<file path="config.mk">
export PLATFORM = sky130hd
export DESIGN_NAME = mc_control_unit
export DESIGN_NICKNAME = d
export VERILOG_FILES = /design/src/rtl/mc_control_unit.sv
export SDC_FILE = /design/constraint.sdc
export NUM_CORES = 1
export LEC_CHECK = 0
export ABC_AREA = 1
export CAP_MARGIN = 20
export CORE_ASPECT_RATIO = 0.7
export CORE_UTILIZATION = 45
export DETAILED_ROUTE_END_ITERATION = 8
export DONT_BUFFER_PORTS = 1
export PLACE_DENSITY = 0.65
export SLEW_MARGIN = 30
export SYNTH_ARGS = -nofsm -noshare
export SYNTH_HDL_FRONTEND = slang
export SYNTH_SLANG_ARGS = --single-unit
</file>
<file path="constraint.sdc">
create_clock -name clk -period 2.06 [get_ports clk]
set_input_delay 0.412 -clock clk [delete_from_list [all_inputs] [get_ports clk]]
set_output_delay 0.412 -clock clk [all_outputs]
set_load 0.005 [all_outputs]
</file>
<file path="src/rtl/mc_control_unit.sv">
// Multi-cycle control unit: sequences fetch/decode/execute/memory/write-back
// for a small MIPS-like ISA. It drives the datapath controls combinationally
// from the current state, the opcode and the ALU zero flag. It also counts
// retired instructions, which are the edges where the PC is written.
//
// Handshake: none. run=1 lets the FSM advance on each rising edge. run=0
// freezes the state and count and masks every write enable. Non-write selects
// stay visible so the datapath keeps a stable operand routing while frozen.
module mc_control_unit #(
    parameter int CNT_W = 16
) (
    input  logic             clk,
    input  logic             reset,
    input  logic             run,
    input  logic [5:0]       decode,
    input  logic             zero,
    output logic             RegWre,
    output logic             PCWre,
    output logic             IRWre,
    output logic             ALUSrcB,
    output logic             ALUM2Reg,
    output logic             DataMemRw,
    output logic             ExtSel,
    output logic             InsMemRW,
    output logic             WrRegData,
    output logic [2:0]       ALUOp,
    output logic [1:0]       RegOut,
    output logic [1:0]       PCSrc,
    output logic [3:0]       state,
    output logic             halted,
    output logic [CNT_W-1:0] instr_count
);

    typedef enum logic [3:0] {
        S_IF     = 4'b0000,
        S_ID     = 4'b0001,
        S_EXE_LS = 4'b0010,
        S_MEM    = 4'b0011,
        S_WB_L   = 4'b0100,
        S_EXE_BR = 4'b0101,
        S_EXE_AL = 4'b0110,
        S_WB_AL  = 4'b0111,
        S_HALT   = 4'b1000
    } state_t;

    localparam logic [5:0] OP_ADD  = 6'b000000;
    localparam logic [5:0] OP_SUB  = 6'b000001;
    localparam logic [5:0] OP_ADDI = 6'b000010;
    localparam logic [5:0] OP_OR   = 6'b010000;
    localparam logic [5:0] OP_AND  = 6'b010001;
    localparam logic [5:0] OP_ORI  = 6'b010010;
    localparam logic [5:0] OP_SLT  = 6'b011000;
    localparam logic [5:0] OP_SW   = 6'b100110;
    localparam logic [5:0] OP_LW   = 6'b100111;
    localparam logic [5:0] OP_BEQ  = 6'b110000;
    localparam logic [5:0] OP_J    = 6'b111000;
    localparam logic [5:0] OP_JR   = 6'b111001;
    localparam logic [5:0] OP_JAL  = 6'b111010;
    localparam logic [5:0] OP_HALT = 6'b111111;

    localparam logic [2:0] ALU_ADD = 3'b000;
    localparam logic [2:0] ALU_SUB = 3'b001;
    localparam logic [2:0] ALU_OR  = 3'b011;
    localparam logic [2:0] ALU_AND = 3'b100;
    localparam logic [2:0] ALU_SLT = 3'b110;

    localparam logic [1:0] REG_R31 = 2'b00;
    localparam logic [1:0] REG_RT  = 2'b01;
    localparam logic [1:0] REG_RD  = 2'b10;

    localparam logic [1:0] PC_SEQ  = 2'b00;
    localparam logic [1:0] PC_BR   = 2'b01;
    localparam logic [1:0] PC_RS   = 2'b10;
    localparam logic [1:0] PC_JUMP = 2'b11;

    state_t     cur_state;
    state_t     nxt_state;
    logic       reg_wre_raw;
    logic       pc_wre_raw;
    logic       ir_wre_raw;
    logic       dmem_rw_raw;
    logic [2:0] al_op;
    logic       al_imm;

    // ALU operation and immediate-operand choice for arithmetic/logic opcodes
    always_comb begin
        al_imm = (decode == OP_ADDI) || (decode == OP_ORI);
        case (decode)
            OP_SUB:         al_op = ALU_SUB;
            OP_OR, OP_ORI:  al_op = ALU_OR;
            OP_AND:         al_op = ALU_AND;
            OP_SLT:         al_op = ALU_SLT;
            default:        al_op = ALU_ADD;
        endcase
    end

    // Next-state selection; unknown state codes recover to fetch
    always_comb begin
        nxt_state = S_IF;
        case (cur_state)
            S_IF: nxt_state = S_ID;
            S_ID: begin
                case (decode)
                    OP_ADD, OP_SUB, OP_ADDI, OP_OR,
                    OP_AND, OP_ORI, OP_SLT:  nxt_state = S_EXE_AL;
                    OP_BEQ:                  nxt_state = S_EXE_BR;
                    OP_LW, OP_SW:            nxt_state = S_EXE_LS;
                    OP_HALT:                 nxt_state = S_HALT;
                    default:                 nxt_state = S_IF;
                endcase
            end
            S_EXE_AL: nxt_state = S_WB_AL;
            S_WB_AL:  nxt_state = S_IF;
            S_EXE_BR: nxt_state = S_IF;
            S_EXE_LS: nxt_state = S_MEM;
            S_MEM:    nxt_state = (decode == OP_LW) ? S_WB_L : S_IF;
            S_WB_L:   nxt_state = S_IF;
            S_HALT:   nxt_state = S_HALT;
            default:  nxt_state = S_IF;
        endcase
    end

    // Datapath controls per state, before the run gating of write enables
    always_comb begin
        reg_wre_raw = 1'b0;
        pc_wre_raw  = 1'b0;
        ir_wre_raw  = 1'b0;
        dmem_rw_raw = 1'b0;
        ALUSrcB     = 1'b0;
        ALUM2Reg    = 1'b0;
        ExtSel      = 1'b0;
        WrRegData   = 1'b0;
        ALUOp       = ALU_ADD;
        RegOut      = REG_R31;
        PCSrc       = PC_SEQ;
        case (cur_state)
            S_IF: ir_wre_raw = 1'b1;
            S_ID: begin
                case (decode)
                    OP_ADD, OP_SUB, OP_ADDI, OP_OR, OP_AND, OP_ORI,
                    OP_SLT, OP_BEQ, OP_LW, OP_SW, OP_HALT: ;
                    OP_J: begin
                        pc_wre_raw = 1'b1;
                        PCSrc      = PC_JUMP;
                    end
                    OP_JR: begin
                        pc_wre_raw = 1'b1;
                        PCSrc      = PC_RS;
                    end
                    OP_JAL: begin
                        pc_wre_raw  = 1'b1;
                        PCSrc       = PC_JUMP;
                        reg_wre_raw = 1'b1;
                        RegOut      = REG_R31;
                        WrRegData   = 1'b0;
                    end
                    default: begin
                        pc_wre_raw = 1'b1;
                        PCSrc      = PC_SEQ;
                    end
                endcase
            end
            S_EXE_AL, S_WB_AL: begin
                // write-back keeps the ALU routing so the result stays valid
                ALUOp   = al_op;
                ALUSrcB = al_imm;
                ExtSel  = (decode == OP_ADDI);
                if (cur_state == S_WB_AL) begin
                    reg_wre_raw = 1'b1;
                    WrRegData   = 1'b1;
                    pc_wre_raw  = 1'b1;
                    RegOut      = al_imm ? REG_RT : REG_RD;
                end
            end
            S_EXE_BR: begin
                ALUOp      = ALU_SUB;
                pc_wre_raw = 1'b1;
                PCSrc      = zero ? PC_BR : PC_SEQ;
                ExtSel     = 1'b1;
            end
            S_EXE_LS, S_MEM: begin
                ALUOp   = ALU_ADD;
                ALUSrcB = 1'b1;
                ExtSel  = 1'b1;
                if (cur_state == S_MEM) begin
                    if (decode == OP_SW) begin
                        dmem_rw_raw = 1'b1;
                        pc_wre_raw  = 1'b1;
                    end
                    if (decode == OP_LW) ALUM2Reg = 1'b1;
                end
            end
            S_WB_L: begin
                reg_wre_raw = 1'b1;
                RegOut      = REG_RT;
                WrRegData   = 1'b1;
                pc_wre_raw  = 1'b1;
            end
            default: ;
        endcase
    end

    // Write enables are masked while frozen; instruction memory is read-only
    always_comb begin
        RegWre    = reg_wre_raw & run;
        PCWre     = pc_wre_raw  & run;
        IRWre     = ir_wre_raw  & run;
        DataMemRw = dmem_rw_raw & run;
        InsMemRW  = 1'b1;
        state     = cur_state;
        halted    = (cur_state == S_HALT);
    end

    // State register and retired-instruction counter (a PC write retires one)
    always_ff @(posedge clk or posedge reset) begin
        if (reset) begin
            cur_state   <= S_IF;
            instr_count <= '0;
        end else if (run) begin
            cur_state <= nxt_state;
            if (PCWre) instr_count <= instr_count + CNT_W'(1);
        end
    end

endmodule
</file>
After elaboration in Yosys (flattened, before gate mapping)
Cells that the tools add are included.
Widths: inputs -> output; s select.

operators by class
  shift-type cells = 0
  equal/unequal tests = 21
  add/sub/neg operators = 1
  multipliers = 0
  magnitude comparators = 0
  div/mod/pow operators = 0
  bitwise gates (word level) = 4
  reduce and logical (&&, ||, !) cells = 13
  multiplexer cells = 26

operators by type and width
  kind                   count
  $eq 6x6->1 const B     7
  $eq 6x5->1 const B     4
  $pmux 4 s6             1
  $add 16x1->16 const B  1
  $eq 4x3->1 const B     4
  $pmux 4 s4             1
  $pmux 2 s2             3
  $pmux 3 s4             1
  $reduce_or 2->1        6
  $mux 1                 11
  $reduce_or 11->1       1
  $eq 4x2->1 const B     2
  $reduce_or 7->1        1
  $eq 6x1->1 const B     1
  $eq 6x2->1 const B     1
  $logic_not 6->1        1
  $pmux 1 s2             3
  $pmux 3 s2             1
  $and 1x1->1            4
  $eq 4x1->1 const B     1
  $eq 4x4->1 const B     1
  $logic_not 4->1        1
  $mux 2                 2
  $pmux 1 s4             1
  other kinds (5)        5

word-level totals
  bits in registers = 20
  input bits = 10
  memory bits (writable) = 0
  bits in latches = 0
  memories kept = 0
  ROM bits = 0
  logic and storage cells = 67

Longest topological paths before layout
  depth in word-level cells = 6
  gate-level depth with buffers = 11

Worst setup path after synthesis
Ideal clock, no wire load.

  kind = reg2out
  start point = register cur_state[1] (netlist: state[1])
  end point = output port PCWre
  path slack = 421 ps
  stages on the path, launching flop included = 10
  data required time = 1648 ps
  arrival = 1227 ps
  cells stage by stage = dfrtp_1 inv_2 nand2_2 nor2_4 nand2_1 nor2_2 nand2_2 nand2_4 nand2_2 inv_1

on the way
  longest elaborated chain between the ends = 4

RTL lines
  what                                      RTL line  text
  start, declared                           76        state_t cur_state;
  start signal, assigned                    220       cur_state <= nxt_state;
  $eq 4x2->1, or another cell as far along  136, 185
  $mux 1, or another cell as far along      185       if (cur_state == S_MEM) begin
  $pmux 1 s4 *                              136       case (cur_state)
  $and 1x1->1 *                             206       PCWre = pc_wre_raw & run;
  end, declared                             18        output logic PCWre,

Every way passes the cells marked *; elsewhere a longest branch is shown, timed or not.

Final worst setup path
Ends and elaborated chain as after synthesis.

==> run_results.csv <==
group,metric,value,unit
yosys,yosysTopAreaCell,"dfrtp_1",
layout,diodes,0,
yosys,ys_top_cells_by_count,"nand2_1, inv_1, nor2_1",
critical_path,r2r_cells,9,
detailed_routing,drt.antenna.violating_nets,0,
yosys,syn_inst,261,
timing,hold_viol,0,
detailed_routing,routed_via_density,5.08,
critical_path,crit_required,1.65,ns
timing,max_freq,503,MHz
power_and_ir_drop,clockPowerShare,27.6,%
clock_tree,clk_latency,0.27,ns
critical_path,crit_buf_inv,2,
critical_path,critPathMaxStageDelay,0.46,ns
layout,drive_gt1_share,11.4,%
yosys,synth-main-ff-cell,"dfrtp_1",
detailed_routing,drc_errors,0,
timing,fin_ws,0.0720,ns
timing,finalCritPeriodShare,96.5,%
clock_tree,htree_levels,1,
layout,syn_to_final_growth,7.42,%
yosys,yosysWarnings,0,
run,cap_viol_max_count,0,
detailed_routing,wl_per_cell,12.7,um
floorplanning,core,3280,um^2
clock_tree,clkSlewWorstSetupHoldPaths,0.08,ns
yosys,synth.most_common_cell,"nand2_1",
floorplanning,placementRows,17,
detailed_routing,first_pass_iters,4,
floorplanning,die_w,73.7,um
yosys,syn-cell-area,1620,um^2
detailed_routing,drt-initial-drc-count,83,
global_routing,grt.overflow.total,0,
clock_tree,cts_tree,"done",
critical_path,crit_type,"reg2out",
detailed_routing,met3_length,320,um
floorplanning,initial_utilization,49.4,%
timing,final_max_slew_viol_count,0,
timing,min_period,1.99,ns
min_path,hp-class,"in2async",
timing,rsz0062_at_grt,"true",
floorplanning,die-area,3840,um^2
critical_path,cp.arrival,1.58,ns
placement,gp_congestion,0.856,
detailed_routing,vias,1576,
detailed_routing,wl,3950,um
timing,worst_clock_skew,0.00276,ns
layout,fillers,333,
global_routing,grt_max_degree,25,
placement,place_area,1640,um^2
placement,hpwl,3020,um
yosys,yosysTopAreaCellShare,30.9,%
power_and_ir_drop,switching_share,39.5,%
timing,hold_ws,0.163,ns
floorplanning,io_pins,47,
power_and_ir_drop,internal-power,0.000885,W
power_and_ir_drop,p_sw,0.000577,W
yosys,async_flop_share,100,%
clock_tree,ctsLongestPathBuffers,2,
placement,io_buffers,0,
power_and_ir_drop,peakVddDrop,0.382,mV
global_routing,grt_pass1_vias,1387,
critical_path,cp_max_fo,9,
power_and_ir_drop,power_density,841,nW/um^2
yosys,synth_nets,272,
critical_path,cp-start-kind,"flop",
detailed_routing,met2_length,1490,um
global_routing,grtUsageTotal,23.0,%
global_routing,antenna_found_initial,0,
critical_path,endpoint_kind,"primary output",
clock_tree,cts.sinks,20,
clock_tree,clockRootBuffer,"clkbuf_8",
clock_tree,hold_buffers,0,
yosys,synth.area.top_cells,"dfrtp_1, nand2_1, nand3_1",
placement,post-place-ws,0.309,ns
detailed_routing,top_layer_used,"met4",
yosys,avgSynthCellArea,6.20,um^2
timing,setup_viol,0,
critical_path,r2r-start,"state[1]",
power_and_ir_drop,leakagePower,0.875,nW
timing,max-slew-margin-rel,49.2,%
critical_path,path_delay_family,"simple AND/OR/NAND/NOR gates",
critical_path,crit_path_top_delay_cell,"dfrtp_2",
yosys,synth_edf_count,0,
yosys,ys_ff_latch,20,
layout,stdcell_area,1740,um^2
floorplanning,die_h,52.2,um
power_and_ir_drop,power.share.sequential,36.7,%
critical_path,r2r-end,"instr_count[5]",
power_and_ir_drop,combPwrFrac,35.6,%
critical_path,cp_cell_sequence,"inv_2 > nor2_1 > nor3_1 > a21oi_4 > nand2_4 > nand2_4 > inv_1",
timing,worstMarginPinSlew,0.762,ns
detailed_routing,met1_length,2120,um
clock_tree,cts_buffers,3,
critical_path,r2r_slack,0.34,ns
yosys,ys_types,28,
critical_path,crit_top_cell,"nand2_4",
yosys,synth_seq_area_share,30.9,%
layout,layout.nets,275,
global_routing,grt_pass1_wl,6620,um
status,status,"complete, no violations",
power groups by stage:
stage	sequential, W	clock [W]	combinational [W]
after floorplan	0.000521	0	0.000448
after global placement	0.000541	0	0.000482
after detailed placement	0.000543	0	0.000481
after CTS	0.000534	0.000409	0.000483
after global routing	0.000550	0.000427	0.000594
final	0.000537	0.000404	0.000521
layer usage:
| metal | vias to the layer above | global-route usage (%) |
|---|---|---|
| li1 | 823 | - |
| met1 | 694 | 36.5 |
| met2 | 55 | 30.9 |
| met3 | 4 | 5.81 |
| met4 | 0 | 3.85 |
| met5 | - | 0 |
flip-flops by register name, indices dropped and copies added, names as in the netlist:
signal       flops
state            4
instr_count     16
cell usage in the layout, fill, tap and decap left out, types with 4 or more instances in the layout:
| cell | Yosys | layout |
|---|---|---|
| nand2_2 | 6 | 6 |
| o21ai_0 | 9 | 9 |
| nand4_1 | 4 | 4 |
| nand2_1 | 84 | 83 |
| dfrtp_1 | 20 | 17 |
| nor3_1 | 11 | 11 |
| nand3_1 | 29 | 29 |
| inv_2 | 3 | 4 |
| nor2_1 | 30 | 30 |
| xor2_1 | 4 | 4 |
| inv_1 | 37 | 36 |
metrics by stage:
stage          util (%)  TNS (ns)  std cells  power [W]
2_1_floorplan         -         0        261   0.000969
3_3_place_gp       50.1         0        304    0.00102
3_5_place_dp       50.1         0        304    0.00102
4_1_cts            52.3         0        308    0.00143
5_1_grt            53.1   -0.0371        310    0.00157
6_report           53.1         0        310    0.00146
worst max path at each step:
stage	startpoint	end	slack [ns]	cells after the start
after floorplan	state[1]	PCWre	0.42	9
after global placement	state[1]	PCWre	0.33	9
after detailed placement	state[1]	PCWre	0.31	9
after CTS	state[1]	PCWre	0.006	9
after global routing	state[1]	PCWre	-0.03	7
final	state[1]	PCWre	0.07	7
cell type report:
class | instances | area, um^2 | share of cell area, %
multi-input cells | 195 | 927 | 53.3
repair buffers | 3 | 22.5 | 1.30
well taps | 47 | 58.8 | 3.38
flip-flops and latches | 20 | 504 | 29.0
clock inverters | 1 | 30.0 | 1.73
clock buffers | 3 | 41.3 | 2.38
inverters | 41 | 154 | 8.86
timing repair:
| item | 4_1_cts | 5_1_grt |
|---|---|---|
| setup endpoints to repair | 0 | 2 |
| gates resized for setup | 0 | 6 |
| buffers inserted | 0 | 2 |
cell families (layout without fill, tap and decap cells):
family	after synthesis	in the layout	share of synthesized area, %
buf+inv	46	48	12.2
simple gates	174	174	48.0
xor+xnor	4	4	2.17
flops	20	20	30.9
other cells	1	1	0.232
compound gates	15	15	5.72
fa+ha+maj	1	1	0.773
No activity file was read; power rests on OpenSTA's default activity.
